[src/rtl/seconds_minutes_counter.sv]
// -----------------------------------------------------------------------------
// seconds_minutes_counter
//
// Purpose:
//   MM:SS time counter in BCD. It counts up or down once per rising edge of a
//   slow 1 Hz square wave. That wave is treated as asynchronous data and is
//   never used as a clock. It passes through a two-flop synchronizer and an
//   edge detector. The detector is "armed" only after a real low level has
//   been sampled, so a clk_1Hz that is already high when reset is released
//   is not counted as an edge.
//
// Parameters:
//   MAX_MIN   highest minutes value before wrap (1..59)
//
// Ports:
//   clk       in   system clock (50 MHz), the only clock
//   reset     in   synchronous active-high reset
//   clk_1Hz   in   slow square wave, sampled as data
//   run       in   counting enabled while high
//   clear     in   synchronous clear of the time to 00:00
//   down      in   0 = count up, 1 = count down
//   sec_ones  out  seconds ones digit, BCD 0..9
//   sec_tens  out  seconds tens digit, 0..5
//   min_ones  out  minutes ones digit, BCD 0..9
//   min_tens  out  minutes tens digit, 0..5
//   tick      out  one-cycle pulse per accepted clk_1Hz rising edge
//   rollover  out  one-cycle pulse when the count wraps
// -----------------------------------------------------------------------------
module seconds_minutes_counter #(
    parameter int unsigned MAX_MIN = 59
) (
    input  logic       clk,
    input  logic       reset,
    input  logic       clk_1Hz,
    input  logic       run,
    input  logic       clear,
    input  logic       down,
    output logic [3:0] sec_ones,
    output logic [2:0] sec_tens,
    output logic [3:0] min_ones,
    output logic [2:0] min_tens,
    output logic       tick,
    output logic       rollover
);

    localparam logic [2:0] MAX_TENS = 3'(MAX_MIN / 10);
    localparam logic [3:0] MAX_ONES = 4'(MAX_MIN % 10);

    // ------------------------------------------------------------------
    // Synchronizer, history flop and edge detector
    // ------------------------------------------------------------------
    logic       s1_q, s2_q, s3_q;
    logic       armed_q, armed_d;
    logic [1:0] fill_q;          // fill_q[1] set: s2 holds a real sample
    logic       tick_q, tick_d;

    // The reset value of s2 (0) is not a real observation of clk_1Hz.
    // Arming waits until a genuinely sampled low has reached s2.
    // Otherwise a wave held high through reset release would look like
    // a fresh edge.
    always_comb begin
        armed_d = armed_q | (fill_q[1] & ~s2_q);
        tick_d  = s2_q & ~s3_q & armed_q;
    end

    always_ff @(posedge clk) begin
        if (reset) begin
            s1_q    <= 1'b0;
            s2_q    <= 1'b0;
            s3_q    <= 1'b0;
            fill_q  <= 2'b00;
            armed_q <= 1'b0;
            tick_q  <= 1'b0;
        end else begin
            s1_q    <= clk_1Hz;
            s2_q    <= s1_q;
            s3_q    <= s2_q;
            fill_q  <= {fill_q[0], 1'b1};
            armed_q <= armed_d;
            tick_q  <= tick_d;
        end
    end

    // ------------------------------------------------------------------
    // BCD time registers
    // ------------------------------------------------------------------
    logic [3:0] sec_ones_q, sec_ones_d;
    logic [2:0] sec_tens_q, sec_tens_d;
    logic [3:0] min_ones_q, min_ones_d;
    logic [2:0] min_tens_q, min_tens_d;
    logic       roll_q, roll_d;

    logic       min_at_max;
    logic       min_at_zero;

    // Relational compares let an out-of-range minutes value fall back
    // into the legal range on the next update.
    assign min_at_max  = (min_tens_q > MAX_TENS) ||
                         ((min_tens_q == MAX_TENS) && (min_ones_q >= MAX_ONES));
    assign min_at_zero = (min_tens_q == 3'd0) && (min_ones_q == 4'd0);

    always_comb begin
        sec_ones_d = sec_ones_q;
        sec_tens_d = sec_tens_q;
        min_ones_d = min_ones_q;
        min_tens_d = min_tens_q;
        roll_d     = 1'b0;

        if (clear) begin
            // Clear wins over a tick in the same cycle.
            sec_ones_d = 4'd0;
            sec_tens_d = 3'd0;
            min_ones_d = 4'd0;
            min_tens_d = 3'd0;
        end else if (tick_q && run) begin
            if (!down) begin
                // Up count.
                // Each digit wraps at its top value and carries into the next digit.
                if (sec_ones_q < 4'd9) begin
                    sec_ones_d = sec_ones_q + 4'd1;
                end else begin
                    sec_ones_d = 4'd0;
                    if (sec_tens_q < 3'd5) begin
                        sec_tens_d = sec_tens_q + 3'd1;
                    end else begin
                        sec_tens_d = 3'd0;
                        if (min_at_max) begin
                            min_ones_d = 4'd0;
                            min_tens_d = 3'd0;
                            roll_d     = 1'b1;
                        end else if (min_ones_q < 4'd9) begin
                            min_ones_d = min_ones_q + 4'd1;
                        end else begin
                            min_ones_d = 4'd0;
                            min_tens_d = min_tens_q + 3'd1;
                        end
                    end
                end
            end else begin
                // Down count.
                // A digit at zero borrows from the next digit and reloads its top value.
                // Any out-of-range digit is clamped to its top value.
                if (sec_ones_q > 4'd9) begin
                    sec_ones_d = 4'd9;
                end else if (sec_ones_q != 4'd0) begin
                    sec_ones_d = sec_ones_q - 4'd1;
                end else begin
                    sec_ones_d = 4'd9;
                    if (sec_tens_q > 3'd5) begin
                        sec_tens_d = 3'd5;
                    end else if (sec_tens_q != 3'd0) begin
                        sec_tens_d = sec_tens_q - 3'd1;
                    end else begin
                        sec_tens_d = 3'd5;
                        if (min_at_zero) begin
                            min_ones_d = MAX_ONES;
                            min_tens_d = MAX_TENS;
                            roll_d     = 1'b1;
                        end else if (min_at_max) begin
                            // Covers both MAX_MIN itself and out-of-range values.
                            // In either case, step down by one minute from MAX_MIN.
                            min_ones_d = (MAX_ONES == 4'd0) ? 4'd9 : MAX_ONES - 4'd1;
                            min_tens_d = (MAX_ONES == 4'd0) ? MAX_TENS - 3'd1 : MAX_TENS;
                        end else if (min_ones_q > 4'd9) begin
                            min_ones_d = 4'd9;
                        end else if (min_ones_q != 4'd0) begin
                            min_ones_d = min_ones_q - 4'd1;
                        end else begin
                            min_ones_d = 4'd9;
                            min_tens_d = min_tens_q - 3'd1;
                        end
                    end
                end
            end
        end
    end

    always_ff @(posedge clk) begin
        if (reset) begin
            sec_ones_q <= 4'd0;
            sec_tens_q <= 3'd0;
            min_ones_q <= 4'd0;
            min_tens_q <= 3'd0;
            roll_q     <= 1'b0;
        end else begin
            sec_ones_q <= sec_ones_d;
            sec_tens_q <= sec_tens_d;
            min_ones_q <= min_ones_d;
            min_tens_q <= min_tens_d;
            roll_q     <= roll_d;
        end
    end

    assign sec_ones = sec_ones_q;
    assign sec_tens = sec_tens_q;
    assign min_ones = min_ones_q;
    assign min_tens = min_tens_q;
    assign tick     = tick_q;
    assign rollover = roll_q;

endmodule

[config.mk]
export PLATFORM = sky130hd
export DESIGN_NAME = seconds_minutes_counter
export DESIGN_NICKNAME = d
export VERILOG_FILES = /design/src/rtl/seconds_minutes_counter.sv
export SDC_FILE = /design/constraint.sdc
export NUM_CORES = 1
export LEC_CHECK = 0
export BUFFER_PORTS_ARGS = -buffer_cell sky130_fd_sc_hd__buf_2
export CORE_UTILIZATION = 40
export CTS_BUF_LIST = sky130_fd_sc_hd__clkbuf_16
export DETAILED_ROUTE_END_ITERATION = 10
export HOLD_SLACK_MARGIN = 0.15
export PLACE_DENSITY = 0.61
export SYNTH_ARGS = -nofsm -noshare
export SYNTH_HDL_FRONTEND = slang
export SYNTH_SLANG_ARGS = --single-unit
[constraint.sdc]
create_clock -name clk -period 3.3 [get_ports clk]
set_input_delay 0.165 -clock clk [delete_from_list [all_inputs] [get_ports clk]]
set_output_delay 0.165 -clock clk [all_outputs]
set_load 0.03 [all_outputs]
Word-level counts from Yosys, hierarchy flattened

Index checks and enable logic that the tools add are counted.

Output and inout port bits: 16
Flip-flop bits (word level): 22
Bits in read-only memories: 0
Memories kept: 0
Latch bits: 0
Memory bits (writable): 0

Order comparisons: 8
Equal/unequal tests: 10
Reduce and logical (&&, ||, !) cells: 14
Shift-type cells: 0
Bitwise gates (word level): 7
Multiply operators: 0
Div/mod/pow operators: 0
$add $sub $neg: 8
Muxes and demuxes: 47

Operator list:

| operator              | count |
|---|---|
| $mux W4               | 17 |
| $mux W3               | 20 |
| $ne A2 B2 Y1 const B  | 6 |
| $mux W1               | 10 |
| $reduce_and A10 Y1    | 1 |
| $add A4 B1 Y4 const B | 2 |
| $gt A4 B4 Y1 const B  | 2 |
| $lt A4 B4 Y1 const B  | 2 |
| $ne A4 B4 Y1 const B  | 2 |
| $reduce_bool A4 Y1    | 2 |
| $sub A4 B1 Y4 const B | 2 |
| $reduce_and A7 Y1     | 1 |
| $add A3 B1 Y3 const B | 2 |
| $gt A3 B3 Y1 const B  | 2 |
| $sub A3 B1 Y3 const B | 2 |
| $ge A4 B4 Y1 const B  | 1 |
| $logic_not A4 Y1      | 1 |
| $reduce_and A4 Y1     | 1 |
| $and A1 B1 Y1         | 3 |
| $eq A3 B3 Y1 const B  | 1 |
| $logic_and A1 B1 Y1   | 3 |
| $logic_not A3 Y1      | 1 |
| $lt A3 B3 Y1 const B  | 1 |
| $ne A3 B3 Y1 const B  | 1 |
| 6 further kinds       | 8 |

Logic depth before layout (Yosys ltp)

Depth in word-level cells: 10
Mapped depth: 8
Gate-level depth less buffers: 7

Worst setup path after synthesis

No wires, ideal clock.

Path type: flip-flop to flip-flop
Start: register min_ones_q[0] (netlist: min_ones[0])
End: register min_tens_q[2] (netlist: min_tens[2])
Arrival time: 2035 ps
Stages on the path, launching flop included: 8
Setup time: 128 ps
Slack: 1137 ps
Buffers on the path: 0
Cell sequence: dfxtp_1 inv_1 ha_1 and4bb_4 nor3_4 o2111ai_2 nor4_2 nor3_1

Cells in the longest elaborated chain, start to end: 10
Elaborated cells on any way between the ends: 22
Classes of those cells: order compare (3); eq/ne (3); mux (10); reduce/logical (6)

Ends and longest elaborated chain:

| element                | RTL line | source |
|---|---|---|
| from (decl)            | 89       | `logic [3:0] min_ones_q, min_ones_d;` |
| from (signal assigned) | 188      | `min_ones_q <= min_ones_d;` |
| $ge A4 B4 Y1           | 99       | `((min_tens_q == MAX_TENS) && (min_ones_q >= MAX_ONES));` |
| $logic_and A1 B1 Y1    | 99       |  |
| $logic_or A1 B1 Y1     | 98       | `assign min_at_max = (min_tens_q > MAX_TENS) \|\|` |
| $mux W3                | 159      | `end else if (min_at_max) begin` |
| $mux W3                | 155      | `if (min_at_zero) begin` |
| $mux W3                | 151      | `end else if (sec_tens_q != 3'd0) begin` |
| $mux W3                | 149      | `if (sec_tens_q > 3'd5) begin` |
| $mux W3                | 145      | `end else if (sec_ones_q != 4'd0) begin` |
| $mux W3                | 143      | `if (sec_ones_q > 4'd9) begin` |
| $mux W3                | 116      | `if (!down) begin` |
| to (signal assigned)   | 189      | `min_tens_q <= min_tens_d;` |
| to (decl)              | 90       | `logic [2:0] min_tens_q, min_tens_d;` |

Parallel ways exist; a longest one is shown, timed or not. The select of a mux whose other input is x is not followed.
A chain may end at the register's enable or synchronous reset.

Worst setup path after layout

Same ends and word-level chain as after synthesis.

==> summary.md <==
| Metric | Value |
|---|---|
| Status | `finished, final reports clean` |
| Initial core utilization | `0.421` |
| Hold crit path type | `primary input to flip-flop` |
| Dpl hpwl | `2.69 mm` |
| Slew @ Worst Pin | `549 ps` |
| Largest family of logic cells by synthesized area | `compound AO/OA/AOI/OAI gates` |
| Post-synth EDFFs | `0` |
| P_leak | `0.725 nW` |
| Seq/Total Area, Yosys | `0.283` |
| Top-count cell post-synth | `dfxtp_1` |
| CP arrival | `2330 ps` |
| Postcts setup bufs | `0` |
| Clk sink count | `22` |
| Routed Antenna Nets | `0` |
| Setup Skew | `5.01 ps` |
| Synthesized area | `1550 sq um` |
| GR Overflow Total | `0` |
| RSZ-0062 raised after global routing | `no` |
| Highest clock rate | `457 MHz` |
| Clock buffer depth | `2` |
| Synth cell types | `53` |
| Routed WL | `3.66 mm` |
| Minimum clock period after layout | `2190 ps` |
| Root buf cell | `clkbuf_16` |
| Required time worst endpoint | `3440 ps` |
| # nets final | `228` |
| Post-Synthesis Cells | `188` |
| Asr flop ratio synth | `0` |
| Mean Syn Cell Area | `8.27 sq um` |
| Initial DRT Pass Iterations | `4` |
| Area leader, netlist | `dfxtp_1` |
| Vias per cell | `5.78` |
| Setup violators final | `0` |
| Area Growth Syn to Fin | `15.9%` |
| Maxcap violations | `0` |
| Commonest cells in the synthesized netlist | `dfxtp_1, a21oi_1, ha_1` |
| Worst skew pair latency | `260 ps` |
| Compound-cell area share of the yosys netlist | `0.271` |
| Total chip power | `0.000650 W` |
| Remaining DRCs | `0` |
| Ys flop type | `dfxtp_1` |
| Yosys reg bits | `22` |
| Die X | `64.3 um` |
| FP Rows | `22` |
| Die ar. | `4140 sq um` |
| Final count of pins violating max slew | `0` |
| Initial antenna violation count | `0` |
| Crit Path Max Fanout | `9` |
| Max VDD drop | `212 uV` |
| Post-synth top area share | `0.283` |
| Post-route setup TNS | `0 ps` |
| Antenna cells | `0` |
| Final hold vios | `0` |
| Number of global-route vias before repair | `1429` |
| Buffers added on ports | `21` |
| Post-synthesis xor/xnor area fraction | `0` |
| Largest net degree at the start of global routing | `28` |
| First-pass GRT wire length | `6.32 mm` |
| Vias | `1468` |
| Top cells by area, synth | `dfxtp_1, ha_1, a21oi_1` |
| GRT Total Usage | `0.194` |
| Post-cts sizing count | `0` |
| Slew HR | `0.633` |
| H-tree depth reported by CTS | `1` |
| Critical Path End Type | `flip-flop` |
| Fraction of final layout cells sized beyond drive strength 1 | `0.184` |
| CTS tree | `built` |
| Simple-Gate Fraction of Synth Area | `0.238` |
| Syn Nets | `209` |
| Num CTS Buffers | `3` |
| GP Congestion | `0.866` |
| Number of DRC markers in iteration 0 | `124` |
| Pwr per Cell Area | `361 nW/um^2` |
| Worst Setup Start Kind | `flip-flop` |
| Adder-cell share of the synthesized area | `0.121` |
| Multiplexer share of the synthesized area | `0.0266` |
| Clock transition at path regs | `60 ps` |
| Tcrit/Tclk final | `0.663` |
| Hold-fix buffers, CTS | `2` |
| Drt wl/cell | `14.4 um` |
| Critical path type | `flip-flop to flip-flop` |
| Yosys warns | `0` |
| Placeable Area | `3690 sq um` |
| I/O Pins | `22` |
| Die Height | `64.3 um` |
## stage by stage
step / setup WS (ps) / instances / utilization / area (sq um) / hold slack [ps]
floorplan: 1140 / 188 / - / 1550 / 293
global placement: 1240 / 248 / 0.455 / 1680 / 383
detailed placement: 1130 / 248 / 0.455 / 1680 / 386
CTS: 1120 / 254 / 0.488 / 1800 / 256
global route: 942 / 254 / 0.488 / 1800 / 263
finish: 1110 / 254 / 0.488 / 1800 / 263
## final cells by class
| cell class | count | area, sq um |
|---|---|---|
| Clock inverter | 1 | 30.0 |
| Fill cell | 374 | 1890 |
| Multi-Input combinational cell | 143 | 1020 |
| Sequential cell | 22 | 440 |
| Inverter | 14 | 52.6 |
| Clock buffer | 3 | 75.1 |
| Tap cell | 48 | 60.1 |
| Timing Repair Buffer | 23 | 125 |
## placed cells by master, fill, tap and decap left out, types with 4 or more instances in the layout
cell type,n
a211oi_1,4
a21oi_1,21
buf_2,21
dfxtp_1,22
ha_1,15
inv_1,13
nand2_1,10
nand2b_1,5
nand3_1,6
nor2_1,8
nor2b_1,7
nor3_1,4
o21ai_0,10
o21ai_1,4
o31ai_1,5
## power by group
group	switching [W]	internal, W
logic	0.0000247	0.0000148
clock network	0.0000983	0.000241
registers	0.00000144	0.000269
total	0.000124	0.000525
## cell families after synthesis
kind of cell	Yosys count
AO/OA/AOI/OAI	65
AND/OR/NAND/NOR	59
buffers and inverters	23
flip-flops	22
adder cells (fa/ha/maj)	15
multiplexers	4
## critical path, stage by stage, from the launching register on
cell and delay (ps):
dfxtp_1 480, inv_1 110, ha_1 300, and4bb_4 240, nor3_4 370, o2111ai_2 210
nor4_2 280, nor3_1 80
## state kept, by name, indices dropped and copies added, names as in the netlist
register and cells:
min_ones 4, min_tens 3, sec_ones 4, s2_q 1, fill_q 2, sec_tens 3
tick 1, s3_q 1, rollover 1, armed_q 1, s1_q 1
## routing by layer
metal	share of wire	wire length (um)	up-vias	track usage
li1	-	-	727	-
met4	0.016	57	0	0.0889
met5	0	0	-	0
met1	0.44	1610	693	0.230
met3	0.040	145	5	0.0286
met2	0.51	1850	43	0.338
## path summary, 6_finish.rpt
kind | startpoint | end | slack [ps] | cells after the start
max | min_ones[0] | min_tens[2] | 1110 | 7
min | run | rollover | 260 | 3
min reg2reg | s3_q | tick | 390 | 1
max reg2reg | min_ones[0] | min_tens[2] | 1110 | 7
Power figures use the tool's default switching activity.
